### src/rtl/debounce_sync_pkg.sv
// -----------------------------------------------------------------------------
// debounce_sync_pkg
//   Shared constants for the input-conditioning blocks.
//   Holds the 2-bit debounce FSM state encoding used by debounce_sync.
// -----------------------------------------------------------------------------
package debounce_sync_pkg;

   typedef enum logic [1:0] {
      ST_STABLE_LO = 2'd0,
      ST_WAIT_HI   = 2'd1,
      ST_STABLE_HI = 2'd2,
      ST_WAIT_LO   = 2'd3
   } state_t;

endpackage : debounce_sync_pkg

### src/rtl/debounce_sync_sync_chain.sv
// -----------------------------------------------------------------------------
// sync_chain
//   Plain flop shift chain that brings an asynchronous level into the CLK
//   domain. Reusable by any block that samples an external asynchronous input.
//
// Ports
//   CLK : system clock, rising edge
//   RST : asynchronous active-low reset; every flop loads INIT_LEVEL
//   D   : raw asynchronous input
//   Q   : synchronized level (last stage of the chain)
// -----------------------------------------------------------------------------
module sync_chain #(
   parameter int SYNC_STAGES = 2,
   parameter bit INIT_LEVEL  = 1'b0
) (
   input  logic CLK,
   input  logic RST,
   input  logic D,
   output logic Q
);

   logic [SYNC_STAGES-1:0] sync_q;

   always_ff @(posedge CLK or negedge RST) begin
      if (!RST) begin
         sync_q <= {SYNC_STAGES{INIT_LEVEL}};
      end else begin
         sync_q <= {sync_q[SYNC_STAGES-2:0], D};
      end
   end

   assign Q = sync_q[SYNC_STAGES-1];

endmodule : sync_chain

### src/rtl/debounce_sync.sv
// -----------------------------------------------------------------------------
// debounce_sync
//   Turns a raw asynchronous input into a clean, clock-synchronous level.
//   A sync_chain brings the input into the clock domain; a counter-based FSM
//   then accepts a new level only after DEBOUNCE_CYCLES consecutive
//   synchronized samples at that level. Feeds the rising-edge detector.
//
// Ports
//   CLK    : system clock, rising edge
//   RST    : asynchronous active-low reset
//   D_IN   : raw asynchronous input
//   EN     : debounce enable (the synchronizer runs regardless)
//   Q      : debounced level, registered
//   BUSY   : high while a candidate transition is being qualified
//   GLITCH : one-cycle pulse when a candidate transition is rejected
// -----------------------------------------------------------------------------
module debounce_sync
   import debounce_sync_pkg::*;
#(
   parameter int SYNC_STAGES     = 2,
   parameter int DEBOUNCE_CYCLES = 16,
   parameter bit INIT_LEVEL      = 1'b0
) (
   input  logic CLK,
   input  logic RST,
   input  logic D_IN,
   input  logic EN,
   output logic Q,
   output logic BUSY,
   output logic GLITCH
);

   localparam int CNT_W = $clog2(DEBOUNCE_CYCLES);
   localparam logic [CNT_W-1:0] CNT_LAST = CNT_W'(DEBOUNCE_CYCLES - 1);
   localparam logic [CNT_W-1:0] CNT_ONE  = CNT_W'(1);
   localparam state_t ST_RESET = INIT_LEVEL ? ST_STABLE_HI : ST_STABLE_LO;

   generate
      if (DEBOUNCE_CYCLES < 2) begin : g_bad_debounce
         $error("debounce_sync: DEBOUNCE_CYCLES must be >= 2");
      end
      if ((SYNC_STAGES < 2) || (SYNC_STAGES > 4)) begin : g_bad_sync
         $error("debounce_sync: SYNC_STAGES must be in 2..4");
      end
   endgenerate

   logic             s;
   state_t           state_q, state_d;
   logic [CNT_W-1:0] cnt_q, cnt_d;
   logic             q_q, q_d;
   logic             busy_q, busy_d;
   logic             glitch_q, glitch_d;

   sync_chain #(
      .SYNC_STAGES (SYNC_STAGES),
      .INIT_LEVEL  (INIT_LEVEL)
   ) u_sync (
      .CLK (CLK),
      .RST (RST),
      .D   (D_IN),
      .Q   (s)
   );

   always_ff @(posedge CLK or negedge RST) begin
      if (!RST) begin
         state_q  <= ST_RESET;
         cnt_q    <= '0;
         q_q      <= INIT_LEVEL;
         busy_q   <= 1'b0;
         glitch_q <= 1'b0;
      end else begin
         state_q  <= state_d;
         cnt_q    <= cnt_d;
         q_q      <= q_d;
         busy_q   <= busy_d;
         glitch_q <= glitch_d;
      end
   end

   // The sample that moves a STABLE state into WAIT already counts as the
   // first stable sample, so acceptance happens on the DEBOUNCE_CYCLES-th one.
   // The level check precedes the terminal-count check, so a sample that
   // returns to the old level on the terminal cycle is a reject, never an
   // acceptance; GLITCH and a Q change are therefore mutually exclusive.
   always_comb begin
      state_d  = state_q;
      cnt_d    = cnt_q;
      q_d      = q_q;
      glitch_d = 1'b0;

      case (state_q)
         ST_STABLE_LO: begin
            cnt_d = '0;
            if (EN && s) begin
               state_d = ST_WAIT_HI;
               cnt_d   = CNT_ONE;
            end
         end

         ST_WAIT_HI: begin
            if (!EN) begin
               state_d = ST_STABLE_LO;
               cnt_d   = '0;
            end else if (!s) begin
               state_d  = ST_STABLE_LO;
               cnt_d    = '0;
               glitch_d = 1'b1;
            end else if (cnt_q == CNT_LAST) begin
               state_d = ST_STABLE_HI;
               cnt_d   = '0;
               q_d     = 1'b1;
            end else begin
               cnt_d = cnt_q + CNT_ONE;
            end
         end

         ST_STABLE_HI: begin
            cnt_d = '0;
            if (EN && !s) begin
               state_d = ST_WAIT_LO;
               cnt_d   = CNT_ONE;
            end
         end

         ST_WAIT_LO: begin
            if (!EN) begin
               state_d = ST_STABLE_HI;
               cnt_d   = '0;
            end else if (s) begin
               state_d  = ST_STABLE_HI;
               cnt_d    = '0;
               glitch_d = 1'b1;
            end else if (cnt_q == CNT_LAST) begin
               state_d = ST_STABLE_LO;
               cnt_d   = '0;
               q_d     = 1'b0;
            end else begin
               cnt_d = cnt_q + CNT_ONE;
            end
         end

         default: begin
            state_d = ST_RESET;
            cnt_d   = '0;
         end
      endcase

      // BUSY is registered from the next state so it lines up with state_q.
      busy_d = (state_d == ST_WAIT_HI) || (state_d == ST_WAIT_LO);
   end

   assign Q      = q_q;
   assign BUSY   = busy_q;
   assign GLITCH = glitch_q;

endmodule : debounce_sync

### config.mk
export PLATFORM = sky130hd
export DESIGN_NAME = debounce_sync
export DESIGN_NICKNAME = d
export VERILOG_FILES = /design/src/rtl/debounce_sync_pkg.sv /design/src/rtl/debounce_sync_sync_chain.sv /design/src/rtl/debounce_sync.sv
export SDC_FILE = /design/constraint.sdc
export NUM_CORES = 1
export LEC_CHECK = 0
export CAP_MARGIN = 40
export CORE_AREA = 4 4 41 43
export CTS_CLUSTER_SIZE = 10
export DETAILED_ROUTE_END_ITERATION = 7
export DIE_AREA = 0 0 45 47
export PLACE_DENSITY = 0.5
export SYNTH_ARGS = -nofsm -noshare
export SYNTH_HDL_FRONTEND = slang
export SYNTH_SLANG_ARGS = --single-unit
### constraint.sdc
create_clock -name CLK -period 1.7 [get_ports CLK]
set_input_delay 0.34 -clock CLK [delete_from_list [all_inputs] [get_ports CLK]]
set_output_delay 0.34 -clock CLK [all_outputs]
set_load 0.02 [all_outputs]
==> impl_metrics.csv <==
group,metric,value,unit
cts,cts_root_buf,"clkbuf_4",
worst_setup_path,criticalPathCategory,"flop to primary output",
yosys,syn_avg_cell_area,12.36,um^2
worst_setup_path,crit_slowest_cell,"clkdlybuf4s50_1",
routing,vias_per_cell,4.857,
yosys,syn_inst,32,
cts,postCtsSetupBuffers,0,
yosys,ys_types,18,
floorplan,die_area,0.002115,mm^2
finish,area_growth,25.63,%
worst_setup_path,worst-path-stages,1,
floorplan,coreArea,0.001301,mm^2
global_routing,antenna_found_initial,0,
power,power.density,856.0,mW/mm^2
global_routing,grt_usage,0.08546,
yosys,synth_area,395.4,um^2
finish,layout-drive-gt1-share,0.1220,
finish,fin_cells,56,
placement,gp_congestion,0.6645,
sta,slew_headroom,0.6972,
worst_setup_path,reg2reg_depth,4,
sta,hold-worst-slack,0.3561,ns
floorplan,die_x,45,um
placement,port_buffers,6,
cts,clkSlewWorstSetupHoldPaths,0.06,ns
power,power_frac_clock,0.355,
yosys,ys.warnings.count,0,
worst_setup_path,worstReg2RegStart,"cnt_q[0]$_DFF_PN0_",
placement,pre_cts_ws,0.1781,ns
sta,clock_skew,0.002327,ns
routing,ant_nets,0,
sta,period_share,0.9557,
finish,multi_input_area,137.6,um^2
finish,seq_area,250.2,um^2
power,combPwrFrac,0.059,
worst_setup_path,start_kind,"flop",
finish,final_core_util,0.3817,
finish,mostFrequentLayoutCells,"dfrtp_1, clkdlybuf4s50_1, nor2_1",
worst_setup_path,end_kind,"primary output",
power,peakVddDrop,0.3706,mV
cts,htreeDepth,1,
routing,wl,691,um
floorplan,ios,7,
yosys,syn-num-nets,37,
power,seqPwrFrac,0.585,
worst_setup_path,startpoint,"state_q[0]$_DFF_PN0_",
power,swShare,0.2075,
worst_setup_path,critical_path_required,1.36,ns
sta,max_freq,0.6155,GHz
cts,clk_latency,0.25,ns
worst_setup_path,reg2reg_to,"Q$_DFFE_PN0P_",
routing,first_pass_iters,3,
sta,tns,0,ns
worst_setup_path,critical_path_buf_inv_count,1,
worst_setup_path,cp.arrival,1.28,ns
global_routing,grt_max_degree,11,
sta,timing.final.ws_setup,0.07536,ns
floorplan,initial_core_util,0.3038,
floorplan,die_h,47,um
placement,dpl.hpwl,505.1,um
worst_setup_path,critical-path-max-stage-delay,0.63,ns
status,status,"complete, no violations",
finish,num-fill-cells,136,
power,fin_total_pwr,0.4252,mW
routing,drc,0,
power,power_switching,0.08822,mW
routing,drtIter0Drc,2,
cts,cts.repair.resized,0,
routing,dr_total_vias,272,
finish,layout_commonest_cell,"dfrtp_1",
sta,drv_slew,0,
worst_hold_path,hp-class,"flop to flop",
cts,clk_path_buf_depth,2,
sta,finalSetupViolations,0,
worst_setup_path,critPathTopFamily,"buffers and inverters",
worst_setup_path,crit_chain,"clkdlybuf4s50_1",
sta,worstMarginPinSlew,0.4528,ns
worst_setup_path,critical_path.max_fanout,5,
cts,ctsHoldBuffers,0,
floorplan,row_count,13,
sta,rsz0062_at_grt,"false",
placement,post_dp_cell_area,474.2,um^2
finish,final_cell_area,496.7,um^2
global_routing,grt_pass1_vias,279,
sta,finalWorstPathRequiredPeriod,1.625,ns
global_routing,grt_overflow,0,
worst_setup_path,endpoint,"BUSY",
cts,cts_tree,"built",
power,cellInternalPower,0.3370,mW
power,leakagePower,0.2286,nW
flow_run,maxCapViolCount,0,
worst_setup_path,rrSetupSlack,0.31,ns
sta,hold_violations,0,
yosys,synth-seq-cells,10,
finish,antenna_cells,0,
global_routing,grt_pass1_wl,1.228,mm
routing,wire_per_inst,12.34,um
yosys,yosysSeqAreaShare,0.6329,
finish,finalNetCount,48,
cts,cts_buffers,3,
cts,cts.sinks,10,
placement,numPlacedInstances,53,
-- sequential cells by signal (all words and copies together) (netlist names) --
name / count
cnt_q: 4
state_q: 2
u_sync.sync_q: 2
GLITCH: 1
Q: 1
-- Yosys cell counts (all sizes together) --
cell | n | area (um^2)
xor2 | 1 | 8.760
nor2 | 4 | 15.01
ha | 1 | 12.51
a31oi | 1 | 6.260
inv | 2 | 7.510
nand2 | 2 | 7.510
mux2 | 1 | 11.26
a41oi | 1 | 8.760
nand3 | 2 | 15.01
a21o | 1 | 7.510
o31a | 1 | 8.760
o22a | 1 | 8.760
a311oi | 1 | 8.760
xnor2 | 1 | 8.760
dfrtp | 10 | 250.2
nor3 | 1 | 5.000
a21oi | 1 | 5.000
-- cells by family (layout without fill, tap and decap cells) --
group                      after synthesis  count (layout)  share of synthesized area
AOI/OAI and AO/OA                        7               7                     0.1361
xor gates and xnor gates                 2               2                    0.04431
DFF                                     10              10                     0.6329
muxes                                    1               1                    0.02848
buffers and inverters                    2              11                    0.01899
and+or+nand+nor                          9               9                     0.1076
adders and majority gates                1               1                    0.03164
-- layout make-up --
class | instances | area share
multi-input cells | 20 | 0.2771
flip-flops and latches | 10 | 0.5038
inverters | 2 | 0.01511
clock buffers | 3 | 0.04534
well taps | 15 | 0.03778
repair buffers | 6 | 0.1209
-- metal layers --
metal,GRT usage,wire length (um),vias up
li1,-,-,132
met5,0,0,-
met2,0.1102,295,6
met3,0.03065,57,2
met1,0.1056,329,132
met4,0.08772,9,0
-- worst min path at each step --
stage | start | endpoint | slack [ns] | depth (start not counted)
final | u_sync.sync_q[0]$_DFF_PN0_ | u_sync.sync_q[1]$_DFF_PN0_ | 0.36 | 0
after global routing | u_sync.sync_q[0]$_DFF_PN0_ | u_sync.sync_q[1]$_DFF_PN0_ | 0.36 | 0
after CTS | u_sync.sync_q[0]$_DFF_PN0_ | u_sync.sync_q[1]$_DFF_PN0_ | 0.36 | 0
after detailed placement | u_sync.sync_q[0]$_DFF_PN0_ | u_sync.sync_q[1]$_DFF_PN0_ | 0.35 | 0
after global placement | u_sync.sync_q[0]$_DFF_PN0_ | u_sync.sync_q[1]$_DFF_PN0_ | 0.34 | 0
after floorplan | RST | GLITCH$_DFF_PN0_ | 0.04 | 0
-- power by group through the flow --
stage          Sequential (mW)  Clock [mW]  Combinational [mW]
2_1_floorplan            0.254           0             0.00642
3_3_place_gp             0.253           0              0.0252
3_5_place_dp             0.253           0              0.0258
4_1_cts                  0.249       0.160              0.0261
5_1_grt                  0.249       0.172              0.0289
6_report                 0.249       0.151              0.0253
No activity file was read; power rests on OpenSTA's default activity.
